**src/rtl/axi4_read_arbiter.sv**
```systemverilog
// axi4_read_arbiter
// Shares one AXI4 read port (AR + R) between NREQ requesters.
// AR requests are granted round-robin, registered and issued downstream with
// the requester index prepended to the ID. R beats are steered back by that
// ID prefix. Each requester may have at most MAX_OUTST bursts in flight.
//
// Ports
//   ACLK, ARESET      clock, asynchronous active-high reset
//   s_ar*             per-requester AR channel (requester k in slice k)
//   s_r*              R channel back to requesters (payload broadcast)
//   m_ar*             downstream AR channel (registered payload)
//   m_r*              downstream R channel
//   busy              an AR is pending or any burst is still in flight
//   err_unexpected    one-cycle pulse: rlast for a requester with nothing in flight
//
// state | meaning
// IDLE  | arbitrating; s_arready driven for the winning requester
// ISSUE | m_arvalid held with a stable payload until m_arready

module axi4_read_arbiter #(
  parameter int NREQ      = 2,
  parameter int N         = 4,
  parameter int I         = 1,
  parameter int MAX_OUTST = 4,
  localparam int SW       = $clog2(NREQ)
) (
  input  logic              ACLK,
  input  logic              ARESET,
  input  logic [NREQ-1:0]   s_arvalid,
  output logic [NREQ-1:0]   s_arready,
  input  logic [NREQ*I-1:0] s_arid,
  input  logic [NREQ*32-1:0] s_araddr,
  input  logic [NREQ*8-1:0] s_arlen,
  input  logic [NREQ*3-1:0] s_arsize,
  input  logic [NREQ*2-1:0] s_arburst,
  output logic [NREQ-1:0]   s_rvalid,
  input  logic [NREQ-1:0]   s_rready,
  output logic [I-1:0]      s_rid,
  output logic [8*N-1:0]    s_rdata,
  output logic [1:0]        s_rresp,
  output logic              s_rlast,
  output logic              m_arvalid,
  input  logic              m_arready,
  output logic [I+SW-1:0]   m_arid,
  output logic [31:0]       m_araddr,
  output logic [7:0]        m_arlen,
  output logic [2:0]        m_arsize,
  output logic [1:0]        m_arburst,
  input  logic              m_rvalid,
  output logic              m_rready,
  input  logic [I+SW-1:0]   m_rid,
  input  logic [8*N-1:0]    m_rdata,
  input  logic [1:0]        m_rresp,
  input  logic              m_rlast,
  output logic              busy,
  output logic              err_unexpected
);

  localparam int CW = $clog2(MAX_OUTST + 1);

  typedef enum logic {IDLE = 1'b0, ISSUE = 1'b1} state_t;

  state_t          state_q, state_d;
  logic [SW-1:0]   last_q, last_d;
  logic [SW-1:0]   grant, idx;
  logic            grant_vld;
  logic [NREQ-1:0] elig;
  logic [CW-1:0]   outst_q [NREQ];
  logic [NREQ-1:0] inc_v, dec_v;
  logic            outst_nz;

  logic [I-1:0]    gnt_id;
  logic [31:0]     gnt_addr;
  logic [7:0]      gnt_len;
  logic [2:0]      gnt_size;
  logic [1:0]      gnt_burst;

  logic [I+SW-1:0] arid_q;
  logic [31:0]     araddr_q;
  logic [7:0]      arlen_q;
  logic [2:0]      arsize_q;
  logic [1:0]      arburst_q;

  logic [SW-1:0]   sel;
  logic            r_last_hs;
  logic            err_q, err_d;

  always_comb begin
    for (int k = 0; k < NREQ; k++) begin
      elig[k] = s_arvalid[k] && (outst_q[k] < CW'(MAX_OUTST));
    end
  end

  // Next state, arbitration and s_arready.
  always_comb begin
    state_d   = state_q;
    last_d    = last_q;
    grant     = last_q;
    idx       = '0;
    grant_vld = 1'b0;
    s_arready = '0;
    case (state_q)
      IDLE: begin
        // Walk from the farthest offset to the nearest so the nearest
        // eligible requester after last_q wins; offset NREQ is last_q itself.
        for (int i = NREQ; i >= 1; i--) begin
          idx = last_q + SW'(i);
          if (elig[idx]) grant = idx;
        end
        grant_vld = |elig;
        if (grant_vld) begin
          s_arready[grant] = 1'b1;
          last_d           = grant;
          state_d          = ISSUE;
        end
      end
      ISSUE: begin
        if (m_arready) state_d = IDLE;
      end
      default: state_d = IDLE;
    endcase
  end

  always_ff @(posedge ACLK or posedge ARESET) begin
    if (ARESET) begin
      state_q <= IDLE;
      last_q  <= SW'(NREQ - 1);
    end else begin
      state_q <= state_d;
      last_q  <= last_d;
    end
  end

  always_comb begin
    gnt_id    = '0;
    gnt_addr  = '0;
    gnt_len   = '0;
    gnt_size  = '0;
    gnt_burst = '0;
    for (int k = 0; k < NREQ; k++) begin
      if (grant == SW'(k)) begin
        gnt_id    = s_arid[I*k +: I];
        gnt_addr  = s_araddr[32*k +: 32];
        gnt_len   = s_arlen[8*k +: 8];
        gnt_size  = s_arsize[3*k +: 3];
        gnt_burst = s_arburst[2*k +: 2];
      end
    end
  end

  always_ff @(posedge ACLK or posedge ARESET) begin
    if (ARESET) begin
      arid_q    <= '0;
      araddr_q  <= '0;
      arlen_q   <= '0;
      arsize_q  <= '0;
      arburst_q <= '0;
    end else if (grant_vld) begin
      arid_q    <= {grant, gnt_id};
      araddr_q  <= gnt_addr;
      arlen_q   <= gnt_len;
      arsize_q  <= gnt_size;
      arburst_q <= gnt_burst;
    end
  end

  assign m_arvalid = (state_q == ISSUE);
  assign m_arid    = arid_q;
  assign m_araddr  = araddr_q;
  assign m_arlen   = arlen_q;
  assign m_arsize  = arsize_q;
  assign m_arburst = arburst_q;

  // R routing by the ID prefix added on the AR side.
  assign sel = m_rid[I+SW-1:I];

  always_comb begin
    for (int k = 0; k < NREQ; k++) begin
      s_rvalid[k] = m_rvalid && (sel == SW'(k));
    end
  end

  assign m_rready  = s_rready[sel];
  assign s_rid     = m_rid[I-1:0];
  assign s_rdata   = m_rdata;
  assign s_rresp   = m_rresp;
  assign s_rlast   = m_rlast;
  assign r_last_hs = m_rvalid && m_rready && m_rlast;

  always_comb begin
    outst_nz = 1'b0;
    for (int k = 0; k < NREQ; k++) begin
      inc_v[k] = grant_vld && (grant == SW'(k));
      dec_v[k] = r_last_hs && (sel == SW'(k));
      if (outst_q[k] != '0) outst_nz = 1'b1;
    end
  end

  // Increment and decrement in the same cycle cancel; a decrement at zero
  // saturates and is reported through err_unexpected instead.
  always_ff @(posedge ACLK or posedge ARESET) begin
    if (ARESET) begin
      for (int k = 0; k < NREQ; k++) outst_q[k] <= '0;
    end else begin
      for (int k = 0; k < NREQ; k++) begin
        if (inc_v[k] && !dec_v[k]) begin
          outst_q[k] <= outst_q[k] + CW'(1);
        end else if (dec_v[k] && !inc_v[k] && (outst_q[k] != '0)) begin
          outst_q[k] <= outst_q[k] - CW'(1);
        end
      end
    end
  end

  assign err_d = r_last_hs && (outst_q[sel] == '0);

  always_ff @(posedge ACLK or posedge ARESET) begin
    if (ARESET) err_q <= 1'b0;
    else        err_q <= err_d;
  end

  assign err_unexpected = err_q;
  assign busy           = (state_q == ISSUE) || outst_nz;

endmodule

```
**config.mk**
```make
export PLATFORM = sky130hd
export DESIGN_NAME = axi4_read_arbiter
export DESIGN_NICKNAME = d
export VERILOG_FILES = /design/src/rtl/axi4_read_arbiter.sv
export SDC_FILE = /design/constraint.sdc
export NUM_CORES = 1
export LEC_CHECK = 0
export BUFFER_PORTS_ARGS = -buffer_cell sky130_fd_sc_hd__buf_2
export CAP_MARGIN = 25
export CORE_MARGIN = 2
export CORE_UTILIZATION = 40
export DETAILED_ROUTE_END_ITERATION = 12
export GPL_ROUTABILITY_DRIVEN = 0
export HOLD_SLACK_MARGIN = 0.1
export PLACE_DENSITY = 0.78
export SYNTH_ARGS = -nofsm -noshare
export SYNTH_HDL_FRONTEND = slang
export SYNTH_SLANG_ARGS = --single-unit
```
**constraint.sdc**
```tcl
create_clock -name ACLK -period 2.95 [get_ports ACLK]
set_input_delay 0.4425 -clock ACLK [delete_from_list [all_inputs] [get_ports ACLK]]
set_output_delay 0.4425 -clock ACLK [all_outputs]
set_load 0.02 [all_outputs]
```
======== Yosys cells after proc, flatten, opt, wreduce, memory -nomap -nowiden ========
Index checks and enable logic that the tools add are counted.
Widths: inputs -> output; s select.
word-level totals
  flip-flop bits (word level) ............. 56
  input port bits ......................... 137
operators by class
  $add $sub $neg .......................... 5
  magnitude comparators ................... 7
  mux-type cells .......................... 29
  bitwise logic cells ..................... 4
  reduce and logical (&&, ||, !) cells .... 30
operators by type and width
  operator             number
  $mux 32              1
  $mux 3               8
  $logic_and 1x1->1    18
  $mux 1               14
  $mux 8               1
  $add 3x1->3 const B  2
  $lt 1x2->1 const B   3
  $lt 3x3->1 const B   2
  $mux 2               3
  $reduce_bool 3->1    2
  $sub 3x1->3 const B  2
  $logic_not 1->1      4
  $reduce_bool 2->1    2
  $logic_not 3->1      1
  $not 1->1            3
  $ge 2x2->1 const B   1
  $not 1->2            1
  $pmux 1 s2           1
  $reduce_and 2->1     1
  $reduce_or 2->1      1
  $add 1x1->1 const B  1
  $demux 1 s1          1
  $ge 1x1->1 const B   1
  $logic_or 1x1->1     1

======== Longest topological paths before layout ========
Gate-level depths: netlist of run 1.
  word-level depth ........................ 14
  depth in mapped cells ................... 7
  mapped depth without buffers ............ 6

======== Least setup slack after synthesis of run 1 ========
No wires, ideal clock.
  kind .................................... input to register
  from .................................... in s_arvalid[1]
  to ...................................... reg outst_q[4] (netlist name)
  arrival ................................. 2,075 ps
  path slack .............................. 754 ps
  cell stages on the path ................. 7
  buffers on the path ..................... 1
  cells stage by stage .................... or3b_1 > and3_1 > buf_6 > nand2_1 > fa_1 > mux2_4 > a22o_1
on the way
  word-level cells in the longest chain between the ends .. 12
  elaborated cells on any way between the ends .. 16
  those cells by class .................... mux: 7; bitwise: 1; reduce/logical: 8
RTL lines
  what                                       RTL line  text
  start: declaration                         29        input logic [NREQ-1:0] s_arvalid,
  $logic_and 1x1->1 (*)                      90        elig[k] = s_arvalid[k] && (outst_q[k] < CW'(MAX_OUTST));
  $mux 1 (implied by the code) (2 in a row)  108       if (elig[idx]) grant = idx;
  $mux 1                                     108
  $mux 1 (2 in a row)                        102       case (state_q)
  $not 1->1                                  193       inc_v[k] = grant_vld && (grant == SW'(k));
  $logic_and 1x1->1 (*)                      193
  $logic_not 1->1                            208       end else if (dec_v[k] && !inc_v[k] && (outst_q[k] != '0)) begin
  $logic_and 1x1->1 (2 in a row)             208
  $reduce_bool 2->1 (no source line)         --
  end signal: indexed assignment             207       outst_q[k] <= outst_q[k] + CW'(1);
  end signal: indexed assignment             209       outst_q[k] <= outst_q[k] - CW'(1);
  end: declaration                           68        logic [CW-1:0] outst_q [NREQ];
Every way passes the cells marked *; elsewhere a longest branch is shown, timed or not. The select of a mux whose other input is x is not followed.
A chain may end at the register's enable or synchronous reset.

======== Worst setup path in the final report of run 1 ========
  from .................................... reg outst_q[5] (netlist name)
  to ...................................... reg outst_q[5] (netlist name)
on the way
  word-level cells in the longest chain between the ends .. 13
  elaborated cells on any way between the ends .. 21
  those cells by class .................... add/sub: 2; order compare: 1; mux: 8; bitwise: 1; reduce/logical: 9
RTL lines
  what                                       RTL line
  $lt 3x3->1                                 90
  $logic_and 1x1->1                          90
  $mux 1 (implied by the code) (2 in a row)  108
  $mux 1                                     108
  $mux 1 (2 in a row)                        102
  $not 1->1                                  193
  $logic_and 1x1->1                          193
  $logic_not 1->1                            208
  $logic_and 1x1->1 (2 in a row)             208
  $reduce_bool 2->1 (no source line)         --
Several ways; a longest one is shown, not always the timed one. The select of a mux whose other input is x is not followed.

==> impl_metrics.env, run 1 <==
export IMPL_status="finished, final reports clean"
export IMPL_drc_errors=0
export IMPL_grt_pass1_vias=2403
export IMPL_critPathSlowestCell="or4_1"
export IMPL_required_ps=3180
export IMPL_dieArea_sq_um=8010
export IMPL_crit_chain="and2b_2, and3_1, nand2_1, fa_1, or4_1, o211ai_1"
export IMPL_critPathBufInv=0
export IMPL_htreeDepth=2
export IMPL_grt_pass1_wl_mm=11.1
export IMPL_finalCriticalPeriod_ps=2490
export IMPL_postCtsSetupBuffers=0
export IMPL_postRouteAntennaNets=0
export IMPL_finish_net_count=556
export IMPL_leakagePower_nw=1.79
export IMPL_rows=31
export IMPL_worstReg2RegStart="outst_q[5]"
export IMPL_critPathMaxStageDelay_ps=520
export IMPL_cts_max_path_buffers=2
export IMPL_tightest_slew_ps=857
export IMPL_die_x_microns=89.5
export IMPL_synth_seq_cells=56
export IMPL_synth_cell_type_count=40
export IMPL_setup_tns_ps=0
export IMPL_viasPerCell=5.09
export IMPL_period_share=0.846
export IMPL_pwr_density_cell_nw_per_um2=972
export IMPL_drt_iter0_drc=88
export IMPL_ctsHoldBuffers=0
export IMPL_syn_num_nets=445
export IMPL_slew_viol_final=0
export IMPL_drt_total_wl_mm=7.57
export IMPL_antenna_found_initial=0
export IMPL_max_slew_margin_rel=0.428
export IMPL_cts_tree="built"
export IMPL_cts_repair_resized=0
export IMPL_ys_seq_area_frac=0.480
export IMPL_hpwl_mm=5.64
export IMPL_cap_violations=0
export IMPL_grt_total_usage=0.178
export IMPL_setup_slack_ps=455
export IMPL_yosys_warnings=0
export IMPL_crit_path_end_kind="flip-flop"
export IMPL_clock_sinks=56
export IMPL_drive_above_1_share=0.435
export IMPL_setup_viol=0
export IMPL_path_delay_family="simple AND/OR/NAND/NOR gates"
export IMPL_fmax_mhz=401
export IMPL_overflow=0
export IMPL_path_max_fanout=10
export IMPL_core_area_sq_um=7180
export IMPL_start_util=0.407
export IMPL_worstSetupPathType="flip-flop to flip-flop"
export IMPL_power_w=0.00351
export IMPL_diodes=0
export IMPL_place_ws_ps=485
export IMPL_io_pins=228
export IMPL_avgSynthCellArea_sq_um=9.55
export IMPL_clk_latency_ps=310
export IMPL_cts_root_buffer="clkbuf_8"
export IMPL_synth_area_leader_cell="dfrtp_1"
export IMPL_synthesis_instances=306
export IMPL_synth_area_top_cells="dfrtp_1 (47%), a22oi_1 (12%), buf_4 (9.2%)"
export IMPL_cp_data_arrival_time_ps=2730
export IMPL_cts_clk_slew_worst_paths_ps=100
export IMPL_min_path_type="input pin to asynchronous set/reset pin"
export IMPL_netlist_area_sq_um=2920
export IMPL_grt_setup_unrepaired="no"
export IMPL_drtPass1Iterations=5
export IMPL_numCtsBuffers=5
export IMPL_grt_max_degree=57
export IMPL_worst_setup_path_start_kind="flip-flop"
export IMPL_wl_per_cell_microns=14.6
export IMPL_peakVddDrop_mv=0.312
export IMPL_finClkSkew_ps=7.85
export IMPL_dr_total_vias=2632
export IMPL_synth_top_area_frac=0.471
export IMPL_port_buffer_count=157
export IMPL_die_h_microns=89.5
export IMPL_final_hold_viol_count=0
export IMPL_startpoint="outst_q[5]"
export IMPL_area_growth_pct=23.7
-- worst reg2reg max path, stage by stage, from the launching register on --
cell and delay (ps):
dfrtp_1 460, and2b_2 290, and3_1 430, nand2_1 130
fa_1 430, or4_1 520, o211ai_1 160
-- routing by layer --
| layer | track usage | vias to the layer above | wire length [microns] |
|---|---|---|---|
| li1 | - | 1262 | - |
| met3 | 0.0462 | 7 | 596 |
| met4 | 0.0421 | 0 | 60 |
| met5 | 0 | - | 0 |
| met1 | 0.205 | 1247 | 3000 |
| met2 | 0.327 | 116 | 3910 |
-- logic make-up (layout without fill, tap and decap cells) --
kind of cell	Yosys count	after routing	share of synthesized area
buffers and inverters	61	173	0.131
and+or+nand+nor	73	73	0.118
muxes	6	6	0.0231
adders and majority gates	2	2	0.0137
AOI/OAI and AO/OA	106	106	0.228
xor gates and xnor gates	2	2	0.00599
DFF	56	56	0.480
-- registers in the layout, summed over array words and instances, names as in the netlist --
signal	flops
m_arburst	2
err_unexpected	1
m_arid	2
m_arvalid	1
last_q	1
outst_q	6
m_arlen	8
m_arsize	3
m_araddr	32
-- report_power, final --
part | switching (W) | internal [W]
clock | 0.000251 | 0.000170
sequential | 0.000212 | 0.00114
combinational | 0.00112 | 0.000622
-- worst paths after layout --
kind,to,slack [ps],cells after the start
worst max-delay path,outst_q[5],460,6
worst min-delay path,m_araddr[26],330,3
worst max register to register,outst_q[5],460,6
worst min register to register,m_arlen[3],490,2
max in group asynchronous,outst_q[3],2170,3
min in group ACLK,m_arvalid,330,2
-- Yosys cell counts --
cell / number
nor3_1: 1
and2_2: 1
a22o_1: 1
o311ai_0: 1
nand4_1: 1
and3b_1: 1
nand3_1: 3
and2_1: 1
nand4b_2: 1
or4_1: 1
o41ai_1: 1
a22oi_1: 46
o21ai_0: 52
or3b_2: 1
dfrtp_1: 55
buf_6: 1
mux2_2: 2
nor2_4: 1
and3_1: 1
o21bai_1: 1
buf_4: 36
fa_1: 2
dfstp_2: 1
nand2_1: 48
clkbuf_1: 7
mux2_4: 1
mux2i_1: 3
nand2b_1: 1
or3b_1: 1
o21ba_2: 1
nor2b_1: 2
and2b_2: 2
a21oi_1: 1
xnor2_1: 2
o211ai_1: 1
buf_2: 9
inv_1: 4
o21ai_1: 1
nor2_1: 6
buf_1: 4
-- final cells by class --
type / count / area, sq um
clock buffers: 6 / 72.6
clock inverters: 2 / 16.3
fillers: 697 / 3560
inverters: 4 / 15.0
multi-input cells: 189 / 1160
flip-flops and latches: 56 / 1400
well taps: 99 / 124
repair buffers: 161 / 828
-- stage by stage --
stage,instances,area [sq um],hold WS (ps),util
after global routing,517,3610,324,0.504
final,517,3610,327,0.504
after global placement,509,3530,459,0.491
after CTS,517,3610,338,0.504
after floorplan,306,2920,481,-
after detailed placement,509,3530,468,0.491
-- layout by cell type (no fill, tap or decap), types with 2 or more instances in the layout --
master    count
buf_2       157
dfrtp_1      55
o21ai_0      52
nand2_1      48
a22oi_1      46
nor2_1        6
clkbuf_8      5
inv_1         3
nand3_1       3
mux2i_1       3
buf_4         3
and2b_2       2
mux2_2        2
xnor2_1       2
fa_1          2
Note: power is estimated with default switching activity, not from simulation.
==> run 2, diff against run 1 <==
==> constraint.sdc (replaced) <==
create_clock -name ACLK -period 2.45 [get_ports ACLK]
set_input_delay 0.3675 -clock ACLK [delete_from_list [all_inputs] [get_ports ACLK]]
set_output_delay 0.3675 -clock ACLK [all_outputs]
set_load 0.02 [all_outputs]
==> impl_metrics.env, run 2 (synthesis gave the netlist of run 1 again) <==
export IMPL_status="finished, final reports clean"
export IMPL_min_path_type="input pin to asynchronous set/reset pin"
export IMPL_drc_errors=0
export IMPL_cts_max_path_buffers=2
export IMPL_cts_clk_slew_worst_paths_ps=100
export IMPL_critPathBufInv=0
export IMPL_final_hold_viol_count=0
export IMPL_dr_total_vias=2627
export IMPL_grt_setup_unrepaired="no"
export IMPL_antenna_found_initial=0
export IMPL_overflow=0
export IMPL_required_ps=2680
export IMPL_ctsHoldBuffers=0
export IMPL_fmax_mhz=454
export IMPL_tightest_slew_ps=996
export IMPL_crit_path_end_kind="flip-flop"
export IMPL_cp_depth=6
export IMPL_postRouteAntennaNets=0
export IMPL_grt_total_usage=0.174
export IMPL_path_max_fanout=8
export IMPL_worstSetupPathType="flip-flop to flip-flop"
export IMPL_fin_area_sq_um=3640
export IMPL_mostFrequentLayoutCells="buf_2 (157), dfrtp_1 (55), o21ai_0 (52), nand2_1 (48), a22oi_1 (46)"
export IMPL_diodes=0
export IMPL_core_area_sq_um=7180
export IMPL_critPathSlowestCell="or4_1"
export IMPL_dieArea_sq_um=8010
export IMPL_peakVddDrop_mv=0.441
export IMPL_multi_input_area_sq_um=1160
export IMPL_finish_net_count=558
export IMPL_place_area_sq_um=3550
export IMPL_drive_above_1_share=0.440
export IMPL_viasPerCell=5.06
export IMPL_critPathMaxStageDelay_ps=520
export IMPL_finalCriticalPeriod_ps=2200
export IMPL_cp_data_arrival_time_ps=2430
export IMPL_leakagePower_nw=1.80
export IMPL_largest_register_ffs=32
export IMPL_seqCellArea_sq_um=1400
export IMPL_postCtsSetupBuffers=0
export IMPL_io_pins=228
export IMPL_fin_util=0.508
export IMPL_stdcell_count=519
export IMPL_max_slew_margin_rel=0.334
export IMPL_crit_chain="and2b_2, and3_1, nand2_1, fa_1, or4_1, o211ai_1"
export IMPL_cap_violations=0
export IMPL_hold_ws_ps=115
export IMPL_worstRegToRegCells=6
export IMPL_fillCellCount=683
export IMPL_area_growth_pct=24.7
export IMPL_rows=31
export IMPL_clk_latency_ps=310
export IMPL_die_h_microns=89.5
export IMPL_cts_root_buffer="clkbuf_8"
export IMPL_drt_iter0_drc=88
export IMPL_grt_pass1_vias=2353
export IMPL_layout_commonest_cell="buf_2"
export IMPL_drt_total_wl_mm=7.38
export IMPL_path_delay_family="simple AND/OR/NAND/NOR gates"
export IMPL_clock_sinks=56
export IMPL_drtPass1Iterations=4
export IMPL_htreeDepth=2
export IMPL_wl_per_cell_microns=14.2
export IMPL_grt_pass1_wl_mm=10.8
export IMPL_die_x_microns=89.5
export IMPL_pwr_density_cell_nw_per_um2=1160
export IMPL_numCtsBuffers=5
export IMPL_setup_tns_ps=0
export IMPL_dp_cells=511
export IMPL_start_util=0.407
export IMPL_period_share=0.898
export IMPL_setup_viol=0
export IMPL_finClkSkew_ps=4.05
export IMPL_cts_repair_resized=0
export IMPL_grt_max_degree=49
export IMPL_slew_viol_final=0
export IMPL_cts_tree="built"
export IMPL_worst_setup_path_start_kind="flip-flop"
export IMPL_hpwl_mm=5.64
export IMPL_port_buffer_count=157
[run 2: cell types whose count changed in the layout (fill, tap and decap cells not counted), sizes merged]
cell    previous run  this run
inv                4         5
buf              161       163
clkbuf             6         5
[run 2: path summary, 6_finish.rpt]
check	from	endpoint	slack (ps)
min in group ACLK	m_arready	m_arvalid	250
max reg2reg	outst_q[5]	outst_q[5]	250
max	outst_q[5]	outst_q[5]	250
min	ARESET	m_araddr[23]	120
max in group asynchronous	ARESET	m_araddr[28]	1770
min reg2reg	m_arlen[4]	m_arlen[4]	480
[run 2: layout make-up]
class	count	area share
Sequential cell	56	0.385
Clock inverter	3	0.00584
Timing Repair Buffer	163	0.235
Multi-Input combinational cell	189	0.317
Tap cell	99	0.0340
Clock buffer	5	0.0189
Inverter	4	0.00412
[run 2: through the flow]
stage,power (W),setup slack (ps)
floorplan,0.00309,291
global route,0.00460,138
finish,0.00424,250
global placement,0.00370,335
detailed placement,0.00379,255
CTS,0.00431,257
[run 2: worst register-to-register path: cells and delay by family (launching register included)]
kind	cells	cell delay (ps)
simple gates	4	1070
flops	1	460
fa+ha+maj	1	420
compound gates	1	170
[run 2: power breakdown]
part           internal [W]  leakage, nW  switching (W)
registers           0.00137        0.687       0.000259
clock network      0.000204       0.0445       0.000308
logic              0.000759         1.07        0.00134
total               0.00233         1.80        0.00191
[run 2: per-layer routing]
metal,track usage,up-vias,wire (microns),share of wire
li1,-,1265,-,-
met1,0.203,1236,3000,0.41
met2,0.321,120,3810,0.52
met3,0.0452,6,524,0.071
met4,0.0353,0,46,0.0062
met5,0,-,0,0
==> run 3, diff against run 2 <==
--- a/config.mk
+++ b/config.mk
@@ -8,11 +8,11 @@
 export BUFFER_PORTS_ARGS = -buffer_cell sky130_fd_sc_hd__buf_2
 export CAP_MARGIN = 25
 export CORE_MARGIN = 2
-export CORE_UTILIZATION = 40
+export CORE_UTILIZATION = 36
 export DETAILED_ROUTE_END_ITERATION = 12
 export GPL_ROUTABILITY_DRIVEN = 0
 export HOLD_SLACK_MARGIN = 0.1
-export PLACE_DENSITY = 0.78
+export PLACE_DENSITY = 0.74
 export SYNTH_ARGS = -nofsm -noshare
 export SYNTH_HDL_FRONTEND = slang
 export SYNTH_SLANG_ARGS = --single-unit
==> constraint.sdc (replaced) <==
create_clock -name ACLK -period 1.8 [get_ports ACLK]
set_input_delay 0.27 -clock ACLK [delete_from_list [all_inputs] [get_ports ACLK]]
set_output_delay 0.27 -clock ACLK [all_outputs]
set_load 0.02 [all_outputs]
==> impl_metrics.env, run 3 (synthesis gave the netlist of run 1 again) <==
export IMPL_start_util=0.374
export IMPL_die_x_microns=94.1
export IMPL_worstRegToRegCells=6
export IMPL_max_slew_margin_rel=0.712
export IMPL_grt_pass1_wl_mm=12.7
export IMPL_area_growth_pct=35.7
export IMPL_leakagePower_nw=1.96
export IMPL_largest_register_ffs=32
export IMPL_numCtsBuffers=5
export IMPL_core_area_sq_um=7810
export IMPL_drt_total_wl_mm=8.87
export IMPL_status="finished, violations left"
export IMPL_cap_violations=0
export IMPL_setup_viol=10
export IMPL_holdPathEnd="m_arvalid"
export IMPL_crit_path_end_kind="flip-flop"
export IMPL_cts_max_path_buffers=2
export IMPL_die_h_microns=94.1
export IMPL_worstReg2RegStart="outst_q[2]"
export IMPL_drtPass1Iterations=4
export IMPL_hpwl_mm=5.96
export IMPL_min_path_type="input pin to flip-flop"
export IMPL_drc_errors=0
export IMPL_worstSetupPathType="flip-flop to flip-flop"
export IMPL_postRouteAntennaNets=0
export IMPL_grt_max_degree=57
export IMPL_violations="negative setup slack"
export IMPL_crit_chain="or3b_4, and3_4, nand2_4, fa_2, mux2_4, a22o_1"
export IMPL_worst_setup_path_start_kind="flip-flop"
export IMPL_wl_per_cell_microns=16.1
export IMPL_htreeDepth=2
export IMPL_cts_clk_slew_worst_paths_ps=100
export IMPL_tightest_slew_ps=431
export IMPL_critPathMaxStageDelay_ps=430
export IMPL_fin_util=0.508
export IMPL_path_max_fanout=3
export IMPL_peakVddDrop_mv=0.836
export IMPL_antenna_found_initial=0
export IMPL_port_buffer_count=157
export IMPL_slew_viol_final=0
export IMPL_viasPerCell=5.14
export IMPL_drt_iter0_drc=100
export IMPL_grt_pass1_vias=2670
export IMPL_required_ps=2000
export IMPL_holdPathStages=2
export IMPL_critPathSlowestCell="fa_2"
export IMPL_reg2reg_to="outst_q[4]"
export IMPL_fin_area_sq_um=3970
export IMPL_setup_slack_ps=-218
export IMPL_grt_setup_unrepaired="yes"
export IMPL_layout_commonest_cell="buf_2"
export IMPL_cts_tree="built"
export IMPL_drive_above_1_share=0.499
export IMPL_period_share=1.12
export IMPL_fillCellCount=732
export IMPL_clock_sinks=56
export IMPL_clk_latency_ps=310
export IMPL_mostFrequentLayoutCells="buf_2 (154), dfrtp_1 (54), a22oi_1 (46), nand2_1 (46), o21ai_0 (29)"
export IMPL_pwr_density_cell_nw_per_um2=1590
export IMPL_diodes=0
export IMPL_grt_total_usage=0.182
export IMPL_final_hold_viol_count=0
export IMPL_r2r_setup_slack_ps=-220
export IMPL_finClkSkew_ps=6.71
export IMPL_dr_total_vias=2820
export IMPL_path_delay_family="simple AND/OR/NAND/NOR gates"
export IMPL_dieArea_sq_um=8860
export IMPL_place_area_sq_um=3670
export IMPL_cp_data_arrival_time_ps=2220
export IMPL_cts_root_buffer="clkbuf_8"
export IMPL_holdCritStartpoint="m_arready"
export IMPL_rows=32
export IMPL_finalCriticalPeriod_ps=2020
export IMPL_finish_net_count=585
export IMPL_io_pins=228
export IMPL_critPathBufInv=0
export IMPL_overflow=0
export IMPL_fmax_mhz=496
==> run 3: cell type report <==
type | count | area [sq um] | area share
Clock buffer | 5 | 68.8 | 0.0173
Clock inverter | 3 | 22.5 | 0.00568
Sequential cell | 56 | 1400 | 0.354
Inverter | 4 | 15.0 | 0.00378
Tap cell | 102 | 128 | 0.0322
Timing Repair Buffer | 187 | 1080 | 0.272
Multi-Input combinational cell | 192 | 1250 | 0.315
==> run 3: worst max-delay path by stage <==
stage                   endpoint  startpoint  slack, ps  cells after the start
floorplan             outst_q[4]  outst_q[2]       -330                      7
global placement      m_arlen[4]  outst_q[2]       -230                      5
detailed placement  m_araddr[26]  outst_q[2]       -340                      5
CTS                   outst_q[4]  outst_q[2]       -230                      6
global route          outst_q[5]      last_q       -270                      6
finish                outst_q[4]  outst_q[2]       -220                      6
==> run 3: metrics by stage <==
| stage | setup WS (ps) | setup TNS (ps) | hold slack [ps] | instances | total power (W) |
|---|---|---|---|---|---|
| finish | -218 | -720 | 129 | 549 | 0.00629 |
| CTS | -225 | -2620 | 114 | 546 | 0.00622 |
| global placement | -229 | -10420 | 351 | 529 | 0.00518 |
| global route | -266 | -2180 | 111 | 549 | 0.00678 |
| detailed placement | -343 | -13660 | 359 | 529 | 0.00530 |
| floorplan | -334 | -1220 | 363 | 306 | 0.00421 |
==> run 3: per-layer routing <==
metal  GRT usage  vias up  routed length, microns
met1       0.213     1363                    3600
li1            -     1326                       -
met3      0.0377       10                     594
met2       0.340      121                    4600
met5           0        -                       0
met4      0.0411        0                      69
==> run 3: what timing repair did <==
action,4_1_cts,5_1_grt
endpoints found under the setup margin,53,41
hold buffers,1,0
pin swaps,11,3
cloned,2,1
setup buffers,6,4
endpoints found under the hold margin,55,0
gates resized for setup,26,26
==> run 3: report_power, final <==
group | total (W) | switching (W) | internal, W
clock network | 0.000707 | 0.000427 | 0.000280
registers | 0.00222 | 0.000359 | 0.00186
logic | 0.00336 | 0.00203 | 0.00133
total | 0.00629 | 0.00282 | 0.00347
